### src/rtl/wide_compare_sequencer.sv
// Wide magnitude/equality compare sequenced through one shared WIDTH-bit comparator, MS chunk first.
// Build option: define WCS_EARLY_EXIT_EN to leave COMPARE on the first unequal chunk.
module wide_compare_sequencer #(
    parameter int WIDTH  = 4,
    parameter int CHUNKS = 4
) (
    input  logic                      clk,
    input  logic                      rst_n,
    input  logic                      start,
    input  logic [WIDTH*CHUNKS-1:0]   x,
    input  logic [WIDTH*CHUNKS-1:0]   y,
    input  logic                      signed_unsigned,
    output logic                      busy,
    output logic                      done,
    output logic                      negative,
    output logic                      zero,
    output logic                      cout,
    output logic                      overflow,
    output logic [WIDTH-1:0]          cmp_x,
    output logic [WIDTH-1:0]          cmp_y,
    output logic                      cmp_signed,
    input  logic                      cmp_negative,
    input  logic                      cmp_zero
);

    localparam int TOTAL = WIDTH * CHUNKS;
    localparam int IDX_W = (CHUNKS > 1) ? $clog2(CHUNKS) : 1;
    localparam logic [IDX_W-1:0] LAST_IDX = IDX_W'(CHUNKS - 1);

    typedef enum logic [1:0] {
        ST_IDLE,
        ST_COMPARE,
        ST_DONE
    } state_t;

    state_t             state_reg, state_next;
    logic [TOTAL-1:0]   x_lat_reg, x_lat_next;
    logic [TOTAL-1:0]   y_lat_reg, y_lat_next;
    logic               signed_lat_reg, signed_lat_next;
    logic [IDX_W-1:0]   idx_reg, idx_next;
    logic               decided_reg, decided_next;
    logic               result_neg_reg, result_neg_next;
    logic               negative_reg, negative_next;
    logic               zero_reg, zero_next;
    logic               finish;

    logic [WIDTH-1:0]   x_chunk [CHUNKS];
    logic [WIDTH-1:0]   y_chunk [CHUNKS];

    genvar gi;
    generate
        for (gi = 0; gi < CHUNKS; gi++) begin : g_chunk
            assign x_chunk[gi] = x_lat_reg[gi*WIDTH +: WIDTH];
            assign y_chunk[gi] = y_lat_reg[gi*WIDTH +: WIDTH];
        end
    endgenerate

    always_ff @(posedge clk or negedge rst_n) begin
        if (!rst_n) begin
            state_reg      <= ST_IDLE;
            x_lat_reg      <= '0;
            y_lat_reg      <= '0;
            signed_lat_reg <= 1'b0;
            idx_reg        <= '0;
            decided_reg    <= 1'b0;
            result_neg_reg <= 1'b0;
            negative_reg   <= 1'b0;
            zero_reg       <= 1'b0;
        end else begin
            state_reg      <= state_next;
            x_lat_reg      <= x_lat_next;
            y_lat_reg      <= y_lat_next;
            signed_lat_reg <= signed_lat_next;
            idx_reg        <= idx_next;
            decided_reg    <= decided_next;
            result_neg_reg <= result_neg_next;
            negative_reg   <= negative_next;
            zero_reg       <= zero_next;
        end
    end

    always_comb begin
        state_next      = state_reg;
        x_lat_next      = x_lat_reg;
        y_lat_next      = y_lat_reg;
        signed_lat_next = signed_lat_reg;
        idx_next        = idx_reg;
        decided_next    = decided_reg;
        result_neg_next = result_neg_reg;
        negative_next   = negative_reg;
        zero_next       = zero_reg;
        busy            = 1'b0;
        done            = 1'b0;
        cmp_x           = '0;
        cmp_y           = '0;
        cmp_signed      = 1'b0;
        finish          = 1'b0;

        case (state_reg)
            ST_IDLE: begin
                if (start) begin
                    x_lat_next      = x;
                    y_lat_next      = y;
                    signed_lat_next = signed_unsigned;
                    idx_next        = LAST_IDX;
                    decided_next    = 1'b0;
                    result_neg_next = 1'b0;
                    state_next      = ST_COMPARE;
                end
            end

            ST_COMPARE: begin
                busy       = 1'b1;
                cmp_x      = x_chunk[idx_reg];
                cmp_y      = y_chunk[idx_reg];
                // Only the top chunk holds the sign bit; lower chunks are plain magnitudes.
                cmp_signed = signed_lat_reg && (idx_reg == LAST_IDX);

                if (!decided_reg && !cmp_zero) begin
                    decided_next    = 1'b1;
                    result_neg_next = cmp_negative;
                end

`ifdef WCS_EARLY_EXIT_EN
                finish = (idx_reg == '0) || !cmp_zero;
`else
                finish = (idx_reg == '0);
`endif

                if (finish) begin
                    state_next    = ST_DONE;
                    // Fold in this cycle's comparator result so flags are ready in the DONE cycle.
                    negative_next = decided_reg ? result_neg_reg : (!cmp_zero && cmp_negative);
                    zero_next     = !decided_reg && cmp_zero;
                end else begin
                    idx_next = idx_reg - 1'b1;
                end
            end

            ST_DONE: begin
                busy       = 1'b1;
                done       = 1'b1;
                state_next = ST_IDLE;
            end

            default: begin
                state_next = ST_IDLE;
            end
        endcase
    end

    assign negative = negative_reg;
    assign zero     = zero_reg;
    assign cout     = 1'b0;
    assign overflow = 1'b0;

endmodule

### config.mk
export PLATFORM = sky130hd
export DESIGN_NAME = wide_compare_sequencer
export DESIGN_NICKNAME = d
export VERILOG_FILES = /design/src/rtl/wide_compare_sequencer.sv
export SDC_FILE = /design/constraint.sdc
export NUM_CORES = 1
export LEC_CHECK = 0
export CAP_MARGIN = 20
export CORE_MARGIN = 2
export CORE_UTILIZATION = 49
export DETAILED_ROUTE_END_ITERATION = 8
export GPL_TIMING_DRIVEN = 0
export HOLD_SLACK_MARGIN = 0.12
export PLACE_DENSITY = 0.79
export RECOVER_POWER = 25
export SETUP_SLACK_MARGIN = 0.05
export SLEW_MARGIN = 20
export SYNTH_ARGS = -nofsm -noshare
export SYNTH_HDL_FRONTEND = slang
export SYNTH_SLANG_ARGS = --single-unit
### constraint.sdc
create_clock -name clk -period 2 [get_ports clk]
set_input_delay 0.4 -clock clk [delete_from_list [all_inputs] [get_ports clk]]
set_output_delay 0.4 -clock clk [all_outputs]
set_load 0.03 [all_outputs]
==> results.yml <==
worst_setup_path:
  cp.required_ns: 1.60
  arrival_ns: 1.68
  crit_start: "idx_reg[0]"
  r2r_start: "state_reg[0]"
  path_class: "reg2out"
  start_kind: "flip-flop"
  endpoint_kind: "output pin"
  worstPathMaxFanout: 5
timing:
  finalHoldViolations: 0
  rsz0062_at_grt: "yes"
  timing.final.crit_share_pct: 104
  period_needed_ns: 2.08
  maxClockFrequency_mhz: 481
  worst_pin_slew_ns: 0.801
  skew_ns: 0.00917
  finalMaxSlewViolations: 0
  fin_ws_ns: -0.0784
  max-slew-margin-rel_pct: 46.6
  setup_viol: 8
run_status:
  status: "complete, but fails checks"
  violations: "setup timing"
global_routing:
  grt_start_max_net_pins: 29
  grt.total_usage_pct: 19.6
  overflow: 0
  antenna_found_initial: 0
  grt_pass1_wl_mm: 7.32
  first_global_vias: 1547
cells_and_area:
  diodes: 0
  final_cell_count_no_fill: 269
  drive_above_1_share_pct: 41.1
  fin_nets: 264
  syn_to_final_growth_pct: 35.6
yosys:
  avgSynthCellArea_um2: 13.4
  ys_warn_count: 0
  ys_seq_area_share_pct: 49.5
  syn_inst: 155
  syn_area_um2: 2070
  yosys_register_bits: 41
  ys_types: 32
worst_hold_path:
  hold_path_class: "in2reg"
  hold_path.startpoint: "start"
power_and_ir_drop:
  p_leak_uw: 0.00122
  peakVddDrop_v: 0.000928
  power_uw: 4690
  power.density_nw_per_um2: 1670
route:
  wl_mm: 4.36
  drc: 0
  drt_iter0_markers: 57
  num_vias: 1449
  antenna_left: 0
  drtPass1Iterations: 4
  via_per_inst: 5.39
  wire_per_inst_um: 16.2
placed_design:
  io_buffers: 49
  gp_congestion: 0.771
  dpl.cell_count: 256
  post-dp-hpwl_mm: 3.21
clocking:
  clock_path_buffers: 2
  clock-sinks: 41
  clk_pin_slew_ns: 0.08
  cts_root_buf: "clkbuf_8"
  cts_tree: "yes"
  numCtsBuffers: 5
  htree_levels: 2
  clk_latency_ns: 0.29
floorplan:
  rows: 23
  initial_core_util_pct: 51.5
  die_area_um2: 4770
  ioPinCount: 53
  die_y_um: 69.0
  core_um2: 4030
  die_w_um: 69.0
run:
  maxCapViolations: 0
-- layout make-up --
class	instances	area [µm²]
fill	299	1220
sequential	41	1030
multi-input combinational	97	968
timing repair buffer	56	554
buffer	12	91.3
clock buffer	7	86.3
tap	50	62.6
inverter	6	22.5
-- layer usage --
layer	track usage [%]	vias to the layer above	wire length, µm
met5	0	-	0
met4	7.84	0	67
met3	4.39	6	220
met2	34.6	42	2350
met1	22.9	731	1730
li1	-	670	-
-- per-stage QoR --
step | hold slack [ns] | area (µm²) | setup slack [ns] | TNS (ns) | util (%)
after floorplan | 0.104 | 2080 | 0.276 | 0 | -
after global placement | 0.466 | 2630 | -0.395 | -18.88 | 65.3
after detailed placement | 0.326 | 2650 | -0.421 | -3.27 | 65.7
after CTS | 0.433 | 2800 | -0.100 | -0.613 | 69.6
after global routing | 0.447 | 2810 | -0.159 | -1.99 | 69.8
final | 0.452 | 2810 | -0.0784 | -0.533 | 69.8
-- layout by cell type (no fill, tap or decap), types with 4 or more instances in the layout --
cell and n:
a21oi_1 6, buf_2 5, inv_1 5, o21ai_0 4, ha_1 6, and2_4 8, clkbuf_8 6, clkdlybuf4s50_1 37
mux2_2 34, dfrtp_1 41, nand2_1 5, buf_4 8, mux4_2 8, buf_6 9
-- repair_timing --
action,4_1_cts,5_1_grt
resized for setup,77,8
hold buffers,1,0
endpoints found under the hold margin,13,0
endpoints found under the setup margin,11,39
buffers inserted,4,1
pin swaps,7,0
-- power by group --
part / switching (µW) / internal [µW]
combinational: 1180 / 1470
sequential: 243 / 1250
clock: 265 / 274
-- critical path, cell delays in order, from the launching register on --
cell and delay, ns:
dfrtp_1 0.37, buf_6 0.13, buf_8 0.12, mux4_2 0.49, and2_4 0.15, buf_6 0.13
-- cell families (layout without fill, tap and decap cells) --
family / count (synthesis) / count (layout) / share of synthesized area, %
AOI/OAI and AO/OA: 19 / 19 / 5.73
adders and majority gates: 7 / 7 / 4.22
and+or+nand+nor: 27 / 27 / 7.54
DFF: 41 / 41 / 49.5
buffers and inverters: 18 / 81 / 4.95
muxes: 42 / 42 / 27.9
other: 1 / 2 / 0.181
-- synth_stat cells, drive strengths merged --
cell type,instances,share of area (%)
nand2,6,1.1
o21a,2,0.72
o22ai,1,0.30
nor4bb,1,0.48
mux4,8,9.4
conb,1,0.18
inv,6,1.1
nand2b,2,0.60
a21oi,6,1.4
mux2,34,18
clkbuf,1,0.18
a31oi,2,0.60
buf,11,3.7
o221a,1,0.54
nor2,2,0.36
nand4b,1,0.42
and3,2,0.60
or2,2,0.60
nor2b,1,0.30
a211oi,1,0.36
o21ai,4,0.97
o2bb2ai,1,0.42
nor3b,1,0.36
and2,8,2.4
ha,7,4.2
o211ai,1,0.36
nand4,1,0.30
dfrtp,41,49
-- worst paths after layout --
check / cells after the start / slack (ns) / to
worst min-delay path: 3 / 0.45 / result_neg_reg
worst max register to register: 6 / 0.19 / x_lat_reg[5]
min in group asynchronous: 2 / 0.71 / state_reg[0]
max in group asynchronous: 3 / 0.19 / y_lat_reg[11]
worst min register to register: 2 / 0.49 / zero
worst max-delay path: 5 / -0.08 / cmp_x[2]
Power figures use the tool's default switching activity.
